$ cat src/rtl/objram_arbiter.sv
// objram_arbiter: one-command-per-clock access controller for the 2Kx8 object
// attribute RAM, shared between CPU byte accesses and a full-table scanner that
// streams all 128x16 attribute bytes over a valid/ready port.
// Build option: define OBJRAM_SKIP_EMPTY_EN to skip bytes 1..15 of any object
// whose byte 0 reads back as 0x00.
module objram_arbiter (
    input  logic        i_MCLK,
    input  logic        i_RST_n,
    input  logic        i_CPU_REQ,
    input  logic        i_CPU_WR,
    input  logic [10:0] i_CPU_ADDR,
    input  logic [7:0]  i_CPU_DIN,
    output logic [7:0]  o_CPU_DOUT,
    output logic        o_CPU_ACK,
    input  logic        i_SCAN_START,
    output logic        o_SCAN_BUSY,
    output logic        o_OBJ_VALID,
    input  logic        i_OBJ_READY,
    output logic [7:0]  o_OBJ_DATA,
    output logic [6:0]  o_OBJ_IDX,
    output logic [3:0]  o_OBJ_BYTE,
    output logic [10:0] o_RAM_ADDR,
    output logic [7:0]  o_RAM_DIN,
    output logic        o_RAM_WR_n,
    output logic        o_RAM_RD_n,
    input  logic [7:0]  i_RAM_DOUT
);

    typedef enum logic {S_IDLE, S_SCAN} scan_state_e;

    scan_state_e state_q;
    logic [10:0] ptr_q, tag_q, otag_q, sk_tag_q, ram_addr_q;
    logic [7:0]  dout_q, odata_q, sk_data_q, ram_din_q;
    logic        done_q, scan_slot_q, scan_land_q;
    logic        cpu_wr_slot_q, cpu_rd_slot_q, cpu_rd_land_q, cpu_out_q, ack_q;
    logic        ov_q, sk_v_q, prio_cpu_q, wr_n_q, rd_n_q;

    logic        pop, land_empty, last_pop;
    logic        cpu_elig, scan_elig, grant_cpu, grant_scan;
    logic [10:0] ptr_eff, ptr_d;
    logic        done_eff, done_d, cpu_out_d;

    // Eligibility, slot arbitration and scan pointer next-state.
    // A scan read may issue in the cycle its predecessor returns; a skid entry
    // absorbs that returning byte if the output register is then stalled.
    always_comb begin
        pop = ov_q & i_OBJ_READY;
`ifdef OBJRAM_SKIP_EMPTY_EN
        land_empty = scan_land_q & (tag_q[3:0] == 4'h0) & (i_RAM_DOUT == 8'h00);
        last_pop   = pop & (otag_q[10:4] == 7'h7F) &
                     ((otag_q[3:0] == 4'hF) | ((otag_q[3:0] == 4'h0) & (odata_q == 8'h00)));
`else
        land_empty = 1'b0;
        last_pop   = pop & (otag_q == 11'h7FF);
`endif
        ptr_eff    = land_empty ? {tag_q[10:4] + 7'd1, 4'h0} : ptr_q;
        done_eff   = done_q | (land_empty & (tag_q[10:4] == 7'h7F));
        cpu_elig   = i_CPU_REQ & ~cpu_out_q;
        scan_elig  = (state_q == S_SCAN) & ~done_eff & ~scan_slot_q & ~sk_v_q &
                     (~ov_q | i_OBJ_READY);
        grant_cpu  = cpu_elig & (~scan_elig | prio_cpu_q);
        grant_scan = scan_elig & ~grant_cpu;
        ptr_d      = grant_scan ? ptr_eff + 11'd1 : ptr_eff;
        done_d     = done_eff | (grant_scan & (ptr_eff == 11'h7FF));
        cpu_out_d  = grant_cpu | (cpu_out_q & ~ack_q);
    end

    // Registered RAM command slot, CPU handshake pipeline, scanner FSM and output buffer.
    always_ff @(posedge i_MCLK or negedge i_RST_n) begin
        if (!i_RST_n) begin
            state_q       <= S_IDLE;
            ptr_q         <= '0;
            tag_q         <= '0;
            otag_q        <= '0;
            sk_tag_q      <= '0;
            ram_addr_q    <= '0;
            dout_q        <= '0;
            odata_q       <= '0;
            sk_data_q     <= '0;
            ram_din_q     <= '0;
            done_q        <= 1'b0;
            scan_slot_q   <= 1'b0;
            scan_land_q   <= 1'b0;
            cpu_wr_slot_q <= 1'b0;
            cpu_rd_slot_q <= 1'b0;
            cpu_rd_land_q <= 1'b0;
            cpu_out_q     <= 1'b0;
            ack_q         <= 1'b0;
            ov_q          <= 1'b0;
            sk_v_q        <= 1'b0;
            prio_cpu_q    <= 1'b1;
            wr_n_q        <= 1'b1;
            rd_n_q        <= 1'b1;
        end else begin
            wr_n_q <= ~(grant_cpu & i_CPU_WR);
            rd_n_q <= ~(grant_scan | (grant_cpu & ~i_CPU_WR));
            if (grant_cpu) begin
                ram_addr_q <= i_CPU_ADDR;
            end else if (grant_scan) begin
                ram_addr_q <= ptr_eff;
            end
            if (grant_cpu & i_CPU_WR) begin
                ram_din_q <= i_CPU_DIN;
            end

            cpu_wr_slot_q <= grant_cpu & i_CPU_WR;
            cpu_rd_slot_q <= grant_cpu & ~i_CPU_WR;
            cpu_rd_land_q <= cpu_rd_slot_q;
            scan_slot_q   <= grant_scan;
            scan_land_q   <= scan_slot_q;
            cpu_out_q     <= cpu_out_d;
            ack_q         <= cpu_wr_slot_q | cpu_rd_land_q;
            if (cpu_rd_land_q) begin
                dout_q <= i_RAM_DOUT;
            end
            if (cpu_elig & scan_elig) begin
                prio_cpu_q <= ~grant_cpu;
            end
            if (grant_scan) begin
                tag_q <= ptr_eff;
            end

            if (sk_v_q) begin
                if (pop) begin
                    odata_q <= sk_data_q;
                    otag_q  <= sk_tag_q;
                    sk_v_q  <= 1'b0;
                end
            end else if (scan_land_q) begin
                if (~ov_q | pop) begin
                    ov_q    <= 1'b1;
                    odata_q <= i_RAM_DOUT;
                    otag_q  <= tag_q;
                end else begin
                    sk_v_q    <= 1'b1;
                    sk_data_q <= i_RAM_DOUT;
                    sk_tag_q  <= tag_q;
                end
            end else if (pop) begin
                ov_q <= 1'b0;
            end

            if (state_q == S_IDLE) begin
                if (i_SCAN_START) begin
                    state_q <= S_SCAN;
                    ptr_q   <= '0;
                    done_q  <= 1'b0;
                end
            end else begin
                ptr_q  <= ptr_d;
                done_q <= done_d;
                if (last_pop) begin
                    state_q <= S_IDLE;
                end
            end
        end
    end

    assign o_CPU_DOUT  = dout_q;
    assign o_CPU_ACK   = ack_q;
    assign o_SCAN_BUSY = (state_q == S_SCAN);
    assign o_OBJ_VALID = ov_q;
    assign o_OBJ_DATA  = odata_q;
    assign o_OBJ_IDX   = otag_q[10:4];
    assign o_OBJ_BYTE  = otag_q[3:0];
    assign o_RAM_ADDR  = ram_addr_q;
    assign o_RAM_DIN   = ram_din_q;
    assign o_RAM_WR_n  = wr_n_q;
    assign o_RAM_RD_n  = rd_n_q;

endmodule

$ cat config.mk
export PLATFORM = sky130hd
export DESIGN_NAME = objram_arbiter
export DESIGN_NICKNAME = d
export VERILOG_FILES = /design/src/rtl/objram_arbiter.sv
export SDC_FILE = /design/constraint.sdc
export NUM_CORES = 1
export LEC_CHECK = 0
export CORE_MARGIN = 1.5
export CORE_UTILIZATION = 35
export DETAILED_ROUTE_END_ITERATION = 8
export SLEW_MARGIN = 5
export SYNTH_ARGS = -nofsm -noshare
export SYNTH_HDL_FRONTEND = slang
export SYNTH_SLANG_ARGS = --single-unit
$ cat constraint.sdc
create_clock -name i_MCLK -period 3.9 [get_ports i_MCLK]
set_clock_uncertainty 0.15 [all_clocks]
set_input_delay 0.39 -clock i_MCLK [delete_from_list [all_inputs] [get_ports i_MCLK]]
set_output_delay 0.39 -clock i_MCLK [all_outputs]
set_load 0.03 [all_outputs]
==> out/metrics.cfg, run 1 <==
[status]
outcome = finished with violations
violations_in_the_final_reports = DRC

[cells_and_area]
antenna_cells = 0
layout.cells.non_filler = 592
final_net_count = 478
layout_fillers = 1087
drive_gt1_frac = 0.151
postLayoutCoreUtil = 0.470
areaGrowthSynthToFinish_pct = 30.0

[floorplanning]
io_pins = 84
dieArea_um2 = 12600
floorplan.core_area_um2 = 11500
core.rowCount = 39
initial_core_util = 0.362
die_width_um = 112
floorplan.die.height_um = 112

[yosys]
syn-cell-area_um2 = 4170
synth.ff_latch_count = 101
ys_async_sr_fraction = 1.00
synth_largest_type_area_fraction = 0.589
synth.net_count = 398
synthDistinctLibCells = 41
post_synth.cell_area_avg_um2 = 11.4
synth_enable_flop_cells = 0
synthTopCellsByArea = sky130_fd_sc_hd__dfrtp_1 59%, sky130_fd_sc_hd__mux2_2 9.5%, sky130_fd_sc_hd__mux2i_1 4.8%
synth.yosys.warnings = 0
synth.cells.most_frequent = 98 x sky130_fd_sc_hd__dfrtp_1, 44 x sky130_fd_sc_hd__nand2_1, 44 x sky130_fd_sc_hd__nor2_1
synth_area_leader_cell = sky130_fd_sc_hd__dfrtp_1
dominantRegCellSynth = sky130_fd_sc_hd__dfrtp_1
synth.most_common_cell = sky130_fd_sc_hd__dfrtp_1
synth.yosys.seq_area_share = 0.608
netlist_instances = 364

[critical_path]
worstSetupPathType = input port to register
critical_path.startpoint_type = input port
worstReg2RegStart = sk_v_q$_DFF_PN0_
worst-r2r-setup-slack_ns = 1.58
worstSetupEndpointType = register
timing.critical_path.arrival_ns = 2.43
worstPathRequired_ns = 3.99
critical_path.max_fanout = 20
timing.reg2reg.worst_path_depth = 4
worst_r2r_endpoint = sk_data_q[1]$_DFFE_PN0P_

[detailed_routing]
drc_viols = 10
detail-route-antenna-nets = 0
detailedRoute.firstPassIterationCount = 6
routedWlPerCell_um = 14.6
drt-initial-drc-count = 146
routed-via-count = 2896
route.detailed.vias_per_inst = 4.89
route.final.wire_length_mm = 8.66

[clock_network]
clock_tree.root_cell = sky130_fd_sc_hd__clkbuf_16
cts_buffer_depth = 2
insertion_delay_ns = 0.34
cts_tree = built
ctsHtreeMaxLevel = 3
hold_buffers = 0
number_of_buffers_added_by_the_clock_tree_synthesis_step = 9
cts.sinks = 101
post_cts_resize_count = 0
post-cts-setup-buffer-count = 0
path_clk_slew_ns = 0.07

[place]
gp_congestion = 0.788
place.detailed.hpwl_mm = 6.02
worst_setup_slack_post_dpl_ns = 1.25
port_buffers = 83
post-place-cells = 576

[timing]
report.final.hold_viol_count = 0
setup_ws_ns = 1.56
fmax_mhz = 427
number_of_setup_violations_in_the_final_report = 0
rsz0062_at_grt = no
tightest_slew_ns = 1.05
max_slew_violation_count = 0
finalCritPeriodShare = 0.600
min_cycle_time_layout_ns = 2.34
fin_setup_tns_ns = 0
maxSlewHeadroom = 0.302

[pwr]
combinationalPowerShare = 0.447
total_leakage_power_uw = 0.00238
proportion_of_power_drawn_by_flip_flops_and_latches = 0.365
power.total_uw = 4680
pwr_density_cell_nw_per_um2 = 864
switching_share = 0.389
ir_drop_mv = 0.365
p_switching_uw = 1820
power_report.internal_total_uw = 2860
part_of_the_total_power_dissipated_in_the_clock_network = 0.188

[global_routing]
all_layer_gr_usage = 0.146
pin_count_of_the_biggest_net_entering_global_routing = 86
grt_pass1_wl_mm = 14.5
number_of_antenna_violations_at_the_first_check_in_global_routing = 0
global_route.overflow_total = 0
grt_pass1_vias = 2876

[job]
cap_violations = 0

[hold_path]
holdCritPathClass = input port to asynchronous set/reset pin

worst max path at each step:
| stage | startpoint | endpoint | slack [ns] | cells past startpoint |
|---|---|---|---|---|
| after CTS | sk_v_q$_DFF_PN0_ | sk_data_q[1]$_DFFE_PN0P_ | 1.53 | 4 |
| after global placement | i_OBJ_READY | sk_data_q[5]$_DFFE_PN0P_ | 1.26 | 4 |
| after global routing | sk_v_q$_DFF_PN0_ | sk_data_q[1]$_DFFE_PN0P_ | 1.42 | 4 |
| after floorplan | o_OBJ_VALID$_DFFE_PN0P_ | o_RAM_DIN[0]$_DFFE_PN0P_ | 1.89 | 5 |
| after detailed placement | i_OBJ_READY | ptr_eff[9]$_DFFE_PN0P_ | 1.25 | 6 |
| final | i_OBJ_READY | ptr_eff[9]$_DFFE_PN0P_ | 1.56 | 6 |
power groups by stage:
stage	Clock (µW)	Combinational [µW]	Sequential (µW)
2_1_floorplan	0	877	2180
3_3_place_gp	0	2080	1710
3_5_place_dp	0	2110	1730
4_1_cts	906	2120	1710
5_1_grt	947	2260	1770
6_report	879	2090	1710
registers in the layout (all words and copies together), names as in the netlist:
signal	cells
sk_v_q	1
o_RAM_DIN	8
o_RAM_ADDR	11
o_RAM_WR_n	1
done_eff	1
cpu_wr_slot_q	1
o_OBJ_VALID	1
cpu_rd_slot_q	1
o_CPU_DOUT	8
tag_q	11
ptr_eff	11
o_RAM_RD_n	1
otag_q	11
sk_data_q	8
o_SCAN_BUSY	1
cpu_rd_land_q	1
cpu_out_q	1
scan_slot_q	1
sk_tag_q	11
o_OBJ_DATA	8
scan_land_q	1
o_CPU_ACK	1
prio_cpu_q	1
worst max-delay path, stage by stage:
cell                              delay, ns
sky130_fd_sc_hd__clkdlybuf4s50_1       0.56
sky130_fd_sc_hd__nand2b_1              0.27
sky130_fd_sc_hd__nand3_2               0.28
sky130_fd_sc_hd__inv_1                 0.53
sky130_fd_sc_hd__nand2_1               0.17
sky130_fd_sc_hd__o211ai_1              0.23
layout by cell type (no fill, tap or decap), drive strengths merged, types with 2 or more instances in the layout:
cell type,synthesis,layout
nand2,44,44
nand3,7,7
clkinv,0,2
nor2,45,45
clkdlybuf4s50,0,82
dfrtp,98,98
o22ai,10,10
buf,14,5
nand4,3,3
nand2b,3,3
inv,10,10
mux2i,20,20
mux2,35,35
clkbuf,4,12
nor4,2,2
dfstp,3,3
nor3,5,5
or3,2,2
a21oi,26,26
a221o,3,3
o21ai,11,11
or2,3,3
a21o,3,3
cell families after synthesis:
kind of cell,share of synthesized area
simple gates,0.132
flops,0.608
compound gates,0.0841
mux,0.143
buf+inv,0.0291
xor+xnor,0.00210
fa+ha+maj,0.00300
metrics by stage:
step | instance area [µm²] | hold WS, ns
global route | 5420 | 0.185
finish | 5420 | 0.0858
CTS | 5420 | 0.128
detailed placement | 5120 | 0.185
global placement | 5120 | 0.184
floorplan | 4170 | -0.0556
cell type report:
cell class              instances  area (µm²)  share of cell area
clock buffers                  12         246              0.0455
clock inverters                 4        47.5             0.00878
inverters                      10        37.5             0.00693
multi-input cells             235        1520               0.280
flip-flops and latches        101        2530               0.467
well taps                     143         179              0.0330
repair buffers                 87         858               0.158
routing by layer:
layer	global-route usage	share of wire	up-vias
met1	0.204	0.48	1399
li1	-	-	1411
met3	0.0346	0.048	6
met2	0.224	0.46	80
met5	0	0	-
met4	0.0532	0.013	0
No activity file was read; power rests on OpenSTA's default activity.
==> inputs of run 2 (changes only) <==
==> constraint.sdc (replaced) <==
create_clock -name i_MCLK -period 2.1 [get_ports i_MCLK]
set_clock_uncertainty 0.15 [all_clocks]
set_input_delay 0.21 -clock i_MCLK [delete_from_list [all_inputs] [get_ports i_MCLK]]
set_output_delay 0.21 -clock i_MCLK [all_outputs]
set_load 0.03 [all_outputs]
==> run 2 against run 1 <==
Utilization up 1.6 points. Design area up 3.3%. Critical path type is now register to register. Clock-buffer cell count down 2. The run still ends with DRC left.
==> out/metrics.cfg, run 2 (synthesized netlist as in run 1, its figures left out) <==
[status]
outcome = finished with violations  ; unchanged
violations_in_the_final_reports = DRC  ; unchanged

[cells_and_area]
mostFrequentLayoutCells = 98 x sky130_fd_sc_hd__dfrtp_1, 82 x sky130_fd_sc_hd__clkdlybuf4s50_1, 44 x sky130_fd_sc_hd__nor2_1, 44 x sky130_fd_sc_hd__nand2_1, 35 x sky130_fd_sc_hd__mux2_2  ; unchanged
antenna_cells = 0  ; unchanged
areaGrowthSynthToFinish_pct = 34.3  ; was 30.0%
layout_fillers = 1068  ; was 1,087
final_net_count = 493  ; was 478
mostFrequentLayoutCell = sky130_fd_sc_hd__dfrtp_1  ; unchanged
final_design_area_no_fill_um2 = 5600  ; was 5420 µm²
drive_gt1_frac = 0.177  ; was 0.151
ff_latch_area_um2 = 2530  ; unchanged
multi_input_area_um2 = 1530  ; was 1520 µm²

[global_routing]
grt_pass1_vias = 2955  ; was 2,876
number_of_antenna_violations_at_the_first_check_in_global_routing = 0  ; unchanged
grt_pass1_wl_mm = 14.6  ; was 14.5 mm
all_layer_gr_usage = 0.143  ; was 0.146
pin_count_of_the_biggest_net_entering_global_routing = 42  ; was 86
global_route.overflow_total = 0  ; unchanged

[floorplanning]
die_width_um = 112  ; unchanged
floorplan.core_area_um2 = 11500  ; unchanged
initial_core_util = 0.362  ; unchanged
dieArea_um2 = 12600  ; unchanged
core.rowCount = 39  ; unchanged
io_pins = 84  ; unchanged
floorplan.die.height_um = 112  ; unchanged

[pwr]
pwr_density_cell_nw_per_um2 = 1600  ; was 864 nW/µm²
power.total_uw = 8960  ; was 4680 µW
total_leakage_power_uw = 0.00246  ; was 0.00238 µW
ir_drop_mv = 0.760  ; was 0.365 mV

[critical_path]
timing.reg2reg.worst_path_depth = 6  ; was 4
critical_path.startpoint_type = register  ; was input port
cp_top_family = simple AND/OR/NAND/NOR gates  ; was buffers and inverters
worstReg2RegStart = sk_v_q$_DFF_PN0_  ; unchanged
master_of_the_slowest_instance_on_the_critical_path = sky130_fd_sc_hd__dfrtp_1  ; was sky130_fd_sc_hd__clkdlybuf4s50_1
worstPathRequired_ns = 2.22  ; was 3.99 ns
cp_cell_sequence = nor4b_4, nand3_2, inv_1, buf_4, nand2_1, nand2_1  ; was clkdlybuf4s50_1, nand2b_1, nand3_2, inv_1, nand2_1, o211ai_1
slowest_delay_ns = 0.44  ; was 0.56 ns
timing.critical_path.arrival_ns = 2.02  ; was 2.43 ns
most_common_cell_type_on_the_critical_path = sky130_fd_sc_hd__nand2_1
worstSetupPathType = register to register  ; was input port to register
worst-r2r-setup-slack_ns = 0.21  ; was 1.58 ns
worst_r2r_endpoint = tag_q[6]$_DFFE_PN0P_  ; was sk_data_q[1]$_DFFE_PN0P_
worstSetupEndpointType = register  ; unchanged
critical_path.max_fanout = 14  ; was 20
critical_path_buffer_and_inverter_count = 2  ; unchanged

[timing]
rsz0062_at_grt = no  ; unchanged
setup_ws_ns = 0.207  ; was 1.56 ns
tightest_slew_ns = 0.470  ; was 1.05 ns
max_slew_violation_count = 0  ; unchanged
number_of_setup_violations_in_the_final_report = 0  ; unchanged
report.final.hold_viol_count = 0  ; unchanged
fmax_mhz = 528
maxSlewHeadroom = 0.684  ; was 0.302
min_cycle_time_layout_ns = 1.89
finalCritPeriodShare = 0.901

[clock_network]
cts_tree = built  ; unchanged
insertion_delay_ns = 0.33  ; was 0.34 ns
number_of_buffers_added_by_the_clock_tree_synthesis_step = 9  ; unchanged
cts_buffer_depth = 2  ; unchanged
clock_tree.root_cell = sky130_fd_sc_hd__clkbuf_16  ; unchanged
cts.sinks = 101  ; unchanged
path_clk_slew_ns = 0.07  ; about the same
ctsHtreeMaxLevel = 3  ; unchanged
post-cts-setup-buffer-count = 0  ; unchanged

[hold_path]
hold_crit_depth = 0
hold-path-endpoint = cpu_rd_land_q$_DFF_PN0_
holdCritPathClass = register to register  ; was input port to asynchronous set/reset pin
min_from = cpu_rd_slot_q$_DFF_PN0_

[place]
detailed_place.area_um2 = 5270  ; was 5120 µm²
gp_congestion = 0.771  ; was 0.788
worst_setup_slack_post_dpl_ns = -0.0461  ; was 1.25 ns
place.detailed.hpwl_mm = 6.14  ; was 6.02 mm
port_buffers = 83  ; unchanged

[detailed_routing]
detailedRoute.firstPassIterationCount = 8  ; was 6
detail-route-antenna-nets = 0  ; unchanged
drc_viols = 5  ; was 10
routedWlPerCell_um = 14.2  ; was 14.6 µm
drt-initial-drc-count = 131  ; was 146
route.detailed.vias_per_inst = 4.87  ; was 4.89
route.final.wire_length_mm = 8.63  ; was 8.66 mm
routed-via-count = 2951  ; was 2,896

[job]
cap_violations = 0  ; unchanged

-- run 2: cell count changes in the layout (fill, tap and decap cells not counted), sizes merged --
| cell | before | now |
|---|---|---|
| clkinvlp | 1 | 2 |
| bufinv | 1 | 2 |
| inv | 10 | 11 |
| clkbuf | 12 | 10 |
| buf | 5 | 19 |
| dlygate4sd3 | 0 | 1 |
| clkinv | 2 | 0 |
-- run 2: power breakdown --
group	internal (µW)	switching, µW
sequential	2690	467
clock	1040	693
combinational	1790	2270
-- run 2: how the worst max path moves through the flow --
stage                           endpoint                    start  depth (start not counted)  slack, ns
6_report            tag_q[6]$_DFFE_PN0P_         sk_v_q$_DFF_PN0_                          6       0.21
5_1_grt             tag_q[1]$_DFFE_PN0P_         sk_v_q$_DFF_PN0_                          6       0.06
4_1_cts        o_RAM_ADDR[5]$_DFFE_PN0P_         sk_v_q$_DFF_PN0_                          4       0.08
3_5_place_dp    o_RAM_DIN[0]$_DFFE_PN0P_              i_OBJ_READY                          6      -0.05
3_3_place_gp    o_RAM_DIN[5]$_DFFE_PN0P_              i_OBJ_READY                          6      -0.02
2_1_floorplan   o_RAM_DIN[0]$_DFFE_PN0P_  o_OBJ_VALID$_DFFE_PN0P_                          5       0.09
-- run 2: repair_timing --
action	4_1_cts	5_1_grt
endpoints found under the setup margin	0	5
hold endpoints to repair	31	0
gates resized for setup	0	1
hold buffers	1	0
-- run 2: through the flow --
| stage | hold slack [ns] | setup TNS [ns] | utilization | cells |
|---|---|---|---|---|
| finish | 0.203 | 0 | 0.486 | 606 |
| global route | 0.212 | 0 | 0.486 | 606 |
| CTS | 0.208 | 0 | 0.485 | 606 |
| detailed placement | 0.0419 | -0.317 | 0.457 | 590 |
| global placement | 0.0362 | -0.134 | 0.457 | 590 |
| floorplan | -0.236 | 0 | - | 364 |
-- run 2: cell type report --
type | instances | share of cell area
inverter | 10 | 0.00671
tap | 143 | 0.0320
clock inverter | 5 | 0.0150
sequential | 101 | 0.452
clock buffer | 10 | 0.0409
multi-input combinational | 235 | 0.273
timing repair buffer | 102 | 0.181
-- run 2: worst register-to-register path: cells and delay by family, from the launching register on --
family	cells	cell delay, ns
buffers and inverters	2	0.59
flip-flops	1	0.44
AND/OR/NAND/NOR	4	0.67
-- run 2: routing by layer --
metal	track usage	up-vias	wire length, µm	part of all wire
li1	-	1451	-	-
met1	0.208	1420	4300	0.50
met2	0.220	73	3910	0.45
met3	0.0302	7	352	0.041
met4	0.0380	0	70	0.0081
met5	0	-	0	0
==> inputs of run 3 (changes only) <==
--- a/config.mk
+++ b/config.mk
@@ -8,6 +8,8 @@
 export CORE_MARGIN = 1.5
 export CORE_UTILIZATION = 35
 export DETAILED_ROUTE_END_ITERATION = 8
+export HOLD_SLACK_MARGIN = 0.12
+export REMOVE_ABC_BUFFERS = 1
 export SLEW_MARGIN = 5
 export SYNTH_ARGS = -nofsm -noshare
 export SYNTH_HDL_FRONTEND = slang
==> run 3 against run 2 <==
The flow still finishes with violations (DRC). Sequential share of layout area shrank 0.28 points. Clock power is essentially flat. Sequential cell count is the same. Worst setup slack lost 0.00084 ns. Critical path type unchanged. Highest routed layer unchanged.
==> out/metrics.cfg, run 3 (synthesized netlist as in run 1, its figures left out) <==
[status]
outcome = finished with violations  ; unchanged
violations_in_the_final_reports = DRC  ; unchanged

[floorplanning]
floorplan.die.height_um = 112  ; unchanged
die_width_um = 112  ; unchanged
dieArea_um2 = 12600  ; unchanged
initial_core_util = 0.362  ; unchanged
io_pins = 84  ; unchanged
floorplan.core_area_um2 = 11500  ; unchanged
core.rowCount = 39  ; unchanged

[global_routing]
pin_count_of_the_biggest_net_entering_global_routing = 79  ; was 42
number_of_antenna_violations_at_the_first_check_in_global_routing = 0  ; unchanged
grt_pass1_vias = 3034  ; was 2,955
grt_pass1_wl_mm = 15.3  ; was 14.6 mm
all_layer_gr_usage = 0.153  ; was 0.143
global_route.overflow_total = 0  ; unchanged

[timing]
number_of_setup_violations_in_the_final_report = 0  ; unchanged
max_slew_violation_count = 0  ; unchanged
finalCritPeriodShare = 0.902  ; was 0.901
fin_worst_hold_slack_ns = 0.164  ; was 0.203 ns
rsz0062_at_grt = no  ; unchanged
tightest_slew_ns = 0.410  ; was 0.470 ns
maxSlewHeadroom = 0.727  ; was 0.684
fin_setup_tns_ns = 0  ; unchanged
fmax_mhz = 528  ; about the same
report.final.hold_viol_count = 0  ; unchanged
min_cycle_time_layout_ns = 1.89  ; about the same
setup_ws_ns = 0.206  ; was 0.207 ns

[cells_and_area]
final_design_area_no_fill_um2 = 5630  ; was 5600 µm²
mostFrequentLayoutCell = sky130_fd_sc_hd__dfrtp_1  ; unchanged
final_net_count = 496  ; was 493
areaGrowthSynthToFinish_pct = 35.2  ; was 34.3%
antenna_cells = 0  ; unchanged
drive_gt1_frac = 0.186  ; was 0.177
mostFrequentLayoutCells = 98 x sky130_fd_sc_hd__dfrtp_1, 82 x sky130_fd_sc_hd__clkdlybuf4s50_1, 44 x sky130_fd_sc_hd__nor2_1, 44 x sky130_fd_sc_hd__nand2_1, 35 x sky130_fd_sc_hd__mux2_2  ; unchanged

[detailed_routing]
drc_viols = 4  ; was 5
routedWlPerCell_um = 14.9  ; was 14.2 µm
detailedRoute.firstPassIterationCount = 9  ; was 8
route.final.wire_length_mm = 9.06  ; was 8.63 mm
drt-initial-drc-count = 138  ; was 131
routed-via-count = 3003  ; was 2,951
detail-route-antenna-nets = 0  ; unchanged
route.detailed.vias_per_inst = 4.92  ; was 4.87

[critical_path]
master_of_the_slowest_instance_on_the_critical_path = sky130_fd_sc_hd__dfrtp_1  ; unchanged
worstPathRequired_ns = 2.20  ; was 2.22 ns
critical_path.startpoint_type = register  ; unchanged
timing.critical_path.arrival_ns = 2.00  ; was 2.02 ns
critical_path.max_fanout = 6  ; was 14
worstSetupPathType = register to register  ; unchanged
worstSetupEndpointType = register  ; unchanged
cp_cell_sequence = nor4b_4, nand3_2, buf_4, or3_1, o21ai_0  ; was nor4b_4, nand3_2, inv_1, buf_4, nand2_1, nand2_1
slowest_delay_ns = 0.45  ; was 0.44 ns

[pwr]
total_leakage_power_uw = 0.00249  ; was 0.00246 µW
ir_drop_mv = 0.644  ; was 0.760 mV
pwr_density_cell_nw_per_um2 = 1620  ; was 1600 nW/µm²

[clock_network]
post-cts-setup-buffer-count = 0  ; unchanged
insertion_delay_ns = 0.34  ; was 0.33 ns
number_of_buffers_added_by_the_clock_tree_synthesis_step = 9  ; unchanged
ctsHtreeMaxLevel = 3  ; unchanged
cts.sinks = 101  ; unchanged
cts_tree = built  ; unchanged
cts_buffer_depth = 2  ; unchanged
path_clk_slew_ns = 0.07  ; about the same
clock_tree.root_cell = sky130_fd_sc_hd__clkbuf_16  ; unchanged

[place]
detailed_place.area_um2 = 5300  ; was 5270 µm²
place.detailed.hpwl_mm = 6.32  ; was 6.14 mm
gp_congestion = 0.843  ; was 0.771
port_buffers = 83  ; unchanged
worst_setup_slack_post_dpl_ns = -0.0359  ; was -0.0461 ns

[job]
cap_violations = 0  ; unchanged

[hold_path]
holdCritPathClass = input port to asynchronous set/reset pin  ; was register to register

==> run 3: cell count changes in the layout (fill, tap and decap cells not counted), sizes merged <==
| cell | delta |
|---|---|
| clkinvlp | -1 |
| buf | +3 |
| clkinv | +4 |
| inv | -2 |
==> run 3: repair_timing <==
action                                 4_1_cts  5_1_grt
setup endpoints to repair                    0        6
resized for setup                            0        1
endpoints found under the hold margin       98        0
hold buffers                                 1        0
==> run 3: cell type report <==
type | count | area, µm²
Timing Repair Buffer | 105 | 1050
Clock buffer | 10 | 229
Inverter | 10 | 41.3
Clock inverter | 6 | 87.6
Tap cell | 143 | 179
Multi-Input combinational cell | 235 | 1520
Sequential cell | 101 | 2530
Fill cell | 1078 | 5880
==> run 3: final timing paths <==
path,startpoint,end,slack (ns),depth (start not counted)
setup / recovery,sk_v_q$_DFF_PN0_,ptr_eff[7]$_DFFE_PN0P_,0.21,5
hold / removal,i_RST_n,otag_q[2]$_DFFE_PN0P_,0.16,2
setup reg to reg,sk_v_q$_DFF_PN0_,ptr_eff[7]$_DFFE_PN0P_,0.21,5
hold reg to reg,cpu_rd_slot_q$_DFF_PN0_,cpu_rd_land_q$_DFF_PN0_,0.20,0
max in group asynchronous,i_RST_n,prio_cpu_q$_DFFE_PN1P_,0.89,3
min in group i_MCLK,cpu_rd_slot_q$_DFF_PN0_,cpu_rd_land_q$_DFF_PN0_,0.20,0
==> run 3: power breakdown <==
part           switching (µW)  internal (µW)
sequential                454           2690
clock                     689           1040
combinational            2350           1880
==> run 3: through the flow <==
stage / instances / util / power (µW)
2_1_floorplan: 346 / - / 5580
5_1_grt: 610 / 0.489 / 9700
3_5_place_dp: 593 / 0.460 / 7450
4_1_cts: 610 / 0.489 / 9220
3_3_place_gp: 593 / 0.460 / 7370
6_report: 610 / 0.489 / 9120
==> run 3: worst max-delay path: cells and delay by family (launching register included) <==
family          cells  cell delay (ns)
flops               1             0.45
buf+inv             1             0.21
compound gates      1             0.09
simple gates        3             0.91
==> run 3: per-layer routing <==
| metal | GRT usage | vias to the layer above | share of wire |
|---|---|---|---|
| met5 | 0 | - | 0 |
| met4 | 0.0506 | 0 | 0.0067 |
| met3 | 0.0313 | 7 | 0.036 |
| met2 | 0.249 | 56 | 0.49 |
| met1 | 0.206 | 1482 | 0.46 |
| li1 | - | 1458 | - |
